### src/rtl/io_mmio_ctrl.sv
// io_mmio_ctrl: CPU-visible register block for the push-buttons and
// the 4-digit seven-segment display, all on the CPU clock.
module io_mmio_ctrl #(
    parameter int SCAN_DIV   = 100000,
    parameter int DEB_CYCLES = 1000000
) (
    input  logic        CLK,
    input  logic        RST,
    input  logic        req,
    input  logic        we,
    input  logic [3:0]  addr,
    input  logic [31:0] wdata,
    output logic [31:0] rdata,
    output logic        ack,
    input  logic        btnL,
    input  logic        btnR,
    input  logic        btnU,
    input  logic        btnD,
    output logic [6:0]  seg,
    output logic [3:0]  an
);

    localparam int SW = (SCAN_DIV > 1) ? $clog2(SCAN_DIV) : 1;
    localparam int DW = $clog2(DEB_CYCLES + 1);
    localparam logic [SW-1:0] SCAN_LAST = SW'(SCAN_DIV - 1);
    localparam logic [DW-1:0] DEB_LAST  = DW'(DEB_CYCLES - 1);

    typedef enum logic [3:0] {
        DIG0 = 4'b1110,
        DIG1 = 4'b1101,
        DIG2 = 4'b1011,
        DIG3 = 4'b0111
    } dig_e;

    logic [3:0]    btn_raw;
    logic [3:0]    sync1;
    logic [3:0]    sync2;
    logic [3:0]    stable;
    logic [3:0]    evt;
    logic [DW-1:0] deb_cnt [4];
    logic [3:0]    deb_hit;
    logic [3:0]    rise;

    logic [31:0]   disp;
    logic [2:0]    ctrl;
    logic [3:0]    sel_oh;
    logic          rd_en;
    logic          wr_en;
    logic [31:0]   rd_mux;
    logic [3:0]    evt_clr;

    logic [SW-1:0] scan_cnt;
    dig_e          dig;
    logic          page;
    logic [15:0]   half;
    logic [3:0]    nib;
    logic          addr_unused;

    assign btn_raw     = {btnD, btnU, btnR, btnL};
    assign addr_unused = ^addr[1:0];
    assign sel_oh      = 4'b0001 << addr[3:2];
    assign rd_en       = req & ~we;
    assign wr_en       = req & we;
    assign evt_clr     = {4{rd_en & sel_oh[3]}};
    assign rise        = deb_hit & sync2;

    function automatic logic [6:0] hex7(input logic [3:0] n);
        logic [6:0] s;
        case (n)
            4'h0:    s = 7'b1000000;
            4'h1:    s = 7'b1111001;
            4'h2:    s = 7'b0100100;
            4'h3:    s = 7'b0110000;
            4'h4:    s = 7'b0011001;
            4'h5:    s = 7'b0010010;
            4'h6:    s = 7'b0000010;
            4'h7:    s = 7'b1111000;
            4'h8:    s = 7'b0000000;
            4'h9:    s = 7'b0010000;
            4'hA:    s = 7'b0001000;
            4'hB:    s = 7'b0000011;
            4'hC:    s = 7'b0100111;
            4'hD:    s = 7'b0100001;
            4'hE:    s = 7'b0000110;
            default: s = 7'b0001110;
        endcase
        return s;
    endfunction

    always_comb begin
        for (int i = 0; i < 4; i++) begin
            deb_hit[i] = (sync2[i] != stable[i]) &&
                         (deb_cnt[i] == DEB_LAST);
        end
    end

    // A hit always means synced differs from stable, so toggling
    // the stable bit adopts the synced level.
    always_ff @(posedge CLK) begin
        if (RST) begin
            sync1  <= '0;
            sync2  <= '0;
            stable <= '0;
            for (int i = 0; i < 4; i++) deb_cnt[i] <= '0;
        end else begin
            sync1  <= btn_raw;
            sync2  <= sync1;
            stable <= stable ^ deb_hit;
            for (int i = 0; i < 4; i++) begin
                if (sync2[i] == stable[i] || deb_hit[i])
                    deb_cnt[i] <= '0;
                else
                    deb_cnt[i] <= deb_cnt[i] + 1'b1;
            end
        end
    end

    always_comb begin
        rd_mux = '0;
        unique case (1'b1)
            sel_oh[0]: rd_mux = disp;
            sel_oh[1]: rd_mux = {29'd0, ctrl};
            sel_oh[2]: rd_mux = {28'd0, stable};
            sel_oh[3]: rd_mux = {28'd0, evt};
            default:   rd_mux = '0;
        endcase
    end

    // Set wins over clear-on-read for the same edge.
    always_ff @(posedge CLK) begin
        if (RST) begin
            ack   <= 1'b0;
            rdata <= '0;
            disp  <= '0;
            ctrl  <= '0;
            evt   <= '0;
        end else begin
            ack   <= req;
            rdata <= rd_en ? rd_mux : '0;
            evt   <= (evt & ~evt_clr) | rise;
            if (wr_en && sel_oh[0]) disp <= wdata;
            if (wr_en && sel_oh[1]) ctrl <= wdata[2:0];
        end
    end

    always_ff @(posedge CLK) begin
        if (RST) begin
            scan_cnt <= '0;
            dig      <= DIG0;
        end else if (scan_cnt == SCAN_LAST) begin
            scan_cnt <= '0;
            case (dig)
                DIG0:    dig <= DIG1;
                DIG1:    dig <= DIG2;
                DIG2:    dig <= DIG3;
                default: dig <= DIG0;
            endcase
        end else begin
            scan_cnt <= scan_cnt + 1'b1;
        end
    end

    always_comb begin
        page = ctrl[1] ? stable[0] : ctrl[0];
        half = page ? disp[31:16] : disp[15:0];
        nib  = half[3:0];
        case (dig)
            DIG1:    nib = half[7:4];
            DIG2:    nib = half[11:8];
            DIG3:    nib = half[15:12];
            default: nib = half[3:0];
        endcase
        an  = ctrl[2] ? 4'b1111 : dig;
        seg = ctrl[2] ? 7'b1111111 : hex7(nib);
    end

endmodule
### config.mk
export PLATFORM = sky130hd
export DESIGN_NAME = io_mmio_ctrl
export DESIGN_NICKNAME = d
export VERILOG_FILES = /design/src/rtl/io_mmio_ctrl.sv
export SDC_FILE = /design/constraint.sdc
export NUM_CORES = 1
export LEC_CHECK = 0
export ABC_AREA = 1
export CORE_ASPECT_RATIO = 0.7
export CORE_UTILIZATION = 45
export DETAILED_ROUTE_END_ITERATION = 6
export HOLD_SLACK_MARGIN = 0.12
export MAX_ROUTING_LAYER = met4
export PLACE_DENSITY = 0.64
export SLEW_MARGIN = 30
export SYNTH_ARGS = -nofsm -noshare
export SYNTH_HDL_FRONTEND = slang
export SYNTH_SLANG_ARGS = --single-unit
export TNS_END_PERCENT = 100
### constraint.sdc
create_clock -name CLK -period 2.4 [get_ports CLK]
set_input_delay 0.48 -clock CLK [delete_from_list [all_inputs] [get_ports CLK]]
set_output_delay 0.48 -clock CLK [all_outputs]
set_load 0.03 [all_outputs]
==> results.md <==
* Commonest non-fill, non-tap cell in the layout: nand2_1
* VDD IR max at about 0.00035 V
* Largest net degree at the start of global routing at between 40 and 50
* R2r setup slk at ~0.34 ns
* P&R area growth vs syn at 29.2%
* Final Util at 59.3%
* Fin crit period at 2.79 ns
* Post-Synth XOR/XNOR Area at 3.48%
* Placed cell area at 10700 um2
* Crit path max fanout at 7
* Clk Latency, worst-skew pair at ~0.44 ns
* CTS Buf Count at 17
* Final Setup Violations at 7
* Post-Synthesis Cells at approximately 1100
* Multiplexer area fraction after synthesis at 0%
* Post-Synth Simple-Gate Area at 28.5%
* WP data arrival at 2.31 ns
* ANT cells at 0
* First-pass GRT wire length at between 30 and 40 mm
* Vias/cell at about 4.8
* Clock slew at reported path FFs at roughly 0.070 ns
* Root Driver: clkbuf_16
* Pre-CTS setup slack at -0.0761 ns
* Drt pass-1 iters at 5
* Crit Path Category: reg -> out
* Cell area after synthesis at slightly above 9000 um2
* Hold Startpoint: sync1[3]$_SDFF_PP0_
* Crit. End Element: output port
* Combinational family with the most area after synthesis: simple AND/OR/NAND/NOR gates
* Number of max-cap violations at 0
* Die ar. at 20700 um2
* Final #Nets at 1384
* Worst reg2reg path depth at 9
* Final Hold Vio Count at 0
* CP max stage delay at ~0.38 ns
* Hold Crit Depth at 2
* Post-synthesis sequential area ratio at a little under 50%
* Outcome: complete, but fails checks
* DP HPWL at 15.1 mm
* H-Tree Depth at 4
* Final hold slack at 0.400 ns
* Compound-cell area share of the yosys netlist at under 10%
* Adder-cell share of the synthesized area at about 1.5%
* Total grt overflow at 0
* Io pins at a little under 90
* Port bufs at between 80 and 90
* DIE WIDTH at around 170 um
* RSZ-0062 raised after global routing: true
* Worst-Margin Slew at 0.730 ns
* Layout cells sized above 1 at 14.3%
* Critical R2R Capture: deb_cnt[0][17]$_SDFFCE_PN0P_
* Slew HR at between 50% and 60%
* Vias in the first global route at 6907
* Routed WL per cell at approximately 13 um
* GRT Resource Usage Total at a little over a fifth
* RD Place Congestion at around 0.86
* Die Ht at ~120 um
* Max-slew violations at 0
* Critical-path cell list: inv_6 -> nand2_4 -> nand2_4 -> nand2_1 -> nand3_2 -> nand3_4 -> nor2_4 -> ha_2 -> inv_1 -> o21bai_1 -> nand2_1 -> nand2_1 -> nand3_2 -> buf_6
* Worst R2R Start: deb_cnt[0][0]$_SDFFCE_PN0P_
* CP Data Required Time at roughly 1.9 ns
* FP Rows at 43
* DR iter-0 viols at ~580
* Setup ws final at -0.388 ns
* Area of the core at about 20000 um2
* Yosys warning total at 0
* Initial antenna violation count at 0
* CP Launch Type: register
* CTS tree: built
* F_max at ~360 MHz
* P_leak at 4.65 nW
* Avg Inst Size Synth at 8.09 um2
* Final ANT Viol Nets at 0
* CP Buf/Inv Count at 3
* Most frequent cells in the layout: nand2_1, inv_1, nor2_1
* Initial Utilization at 45.9%
* Violated checks: negative setup slack
* Clock Skew at around 0.011 ns
* Hold EP: sync2[3]$_SDFF_PP0_
* Min-Delay Path Class: reg -> reg
* #FFs+latches synth at about 190
* CP most frequent cell: nand2_1
* Delay-heaviest family, CP: simple AND/OR/NAND/NOR gates
* Final Cycle Share at 116%
* Vias at around 8000
* Clk buf depth at 2
* Power per cell area at approximately 570 nW/um2
* Clock sink count at between 150 and 200
* Detailed Route WL at 20.9 mm
* Slowest CP cell: dfxtp_4
* Design area at approximately 12000 um2
* DRC Markers at 0
* Yosys cell types at 41
[sequential cells by signal, indices dropped and copies added, names as in the netlist, named ones only]
signal / flops
ack: 1
ctrl: 3
deb_cnt: 80
scan_cnt: 17
dig: 4
sync2: 4
sync1: 4
evt: 4
rdata: 32
disp: 32
[kinds of logic (layout without fill, tap and decap cells)]
kind of cell	count (synthesis)	after routing
fa+ha+maj	11	11
compound gates	152	153
xor+xnor	36	36
buf+inv	181	322
simple gates	554	555
other cells	1	80
flops	185	185
[layout make-up]
class,instances,area (um2)
Tap cell,270,338
Clock buffer,17,425
Inverter,154,587
Clock inverter,15,129
Multi-Input combinational cell,835,4410
Fill cell,1800,8030
Timing Repair Buffer,136,1300
Sequential cell,185,4520
[metrics by stage]
stage                     power [mW]  cells  setup TNS [ns]
final                           6.68   1612           -2.29
after global routing            6.95   1612           -3.30
after CTS                       6.72   1609           -2.22
after global placement          3.99   1562          -0.116
after detailed placement        4.00   1562          -0.143
after floorplan                 3.79   1199               0
[synthesized netlist by cell type (all sizes together)]
cell	count	area share, %
nor3b	13	1.1
edfxtp	80	27
nor4	9	0.79
nand2	199	8.6
a31o	2	0.19
or2	9	0.62
ha	11	1.5
clkbuf	12	0.50
buf	15	0.86
inv	153	6.3
clkinv	1	0.041
o21bai	2	0.17
nor3	62	3.6
xor2	28	2.7
xnor2	8	0.77
o31ai	1	0.083
nor2	149	6.9
conb	1	0.041
a221oi	3	0.29
o21ai	59	3.4
o211ai	4	0.33
a21oi	77	4.3
nand4	29	2.0
nand3	84	4.9
dfxtp	105	23
a31oi	4	0.28
[where the power goes]
group          total (mW)  switching (mW)  internal (mW)
logic               0.543           0.318          0.225
clock network        2.69            1.32           1.37
registers            3.44          0.0757           3.37
[how the worst max path moves through the flow]
stage                               from      to  slack (ns)  depth (start not counted)
floorplan           ctrl[1]$_SDFFE_PP0P_  seg[3]        0.04                         14
global placement    ctrl[1]$_SDFFE_PP0P_  seg[3]       -0.07                         14
detailed placement  ctrl[1]$_SDFFE_PP0P_  seg[3]       -0.08                         14
CTS                 ctrl[1]$_SDFFE_PP0P_  seg[3]       -0.37                         14
global route        ctrl[1]$_SDFFE_PP0P_  seg[3]       -0.54                         14
finish              ctrl[1]$_SDFFE_PP0P_  seg[0]       -0.39                         14
[worst reg2reg max path, delay by kind of cell (launching register included)]
kind,cells,cell delay [ns]
fa+ha+maj,1,0.26
compound gates,1,0.11
buf+inv,1,0.28
simple gates,6,0.79
flops,1,0.38
[routing by layer]
layer | routed length, um | global-route usage [%]
met1 | 11000 | 31.3
met2 | 8820 | 30.5
met3 | 913 | 4.16
met4 | 166 | 5.02
met5 | 0 | -
[timing repair]
action                     in CTS  in global routing
pin swaps                      13                 26
setup buffers                  13                  3
hold buffers                    0                  0
gates cloned                    2                  0
setup endpoints to repair      11                 10
gates resized for setup        45                 36
Power figures use the tool's default switching activity.
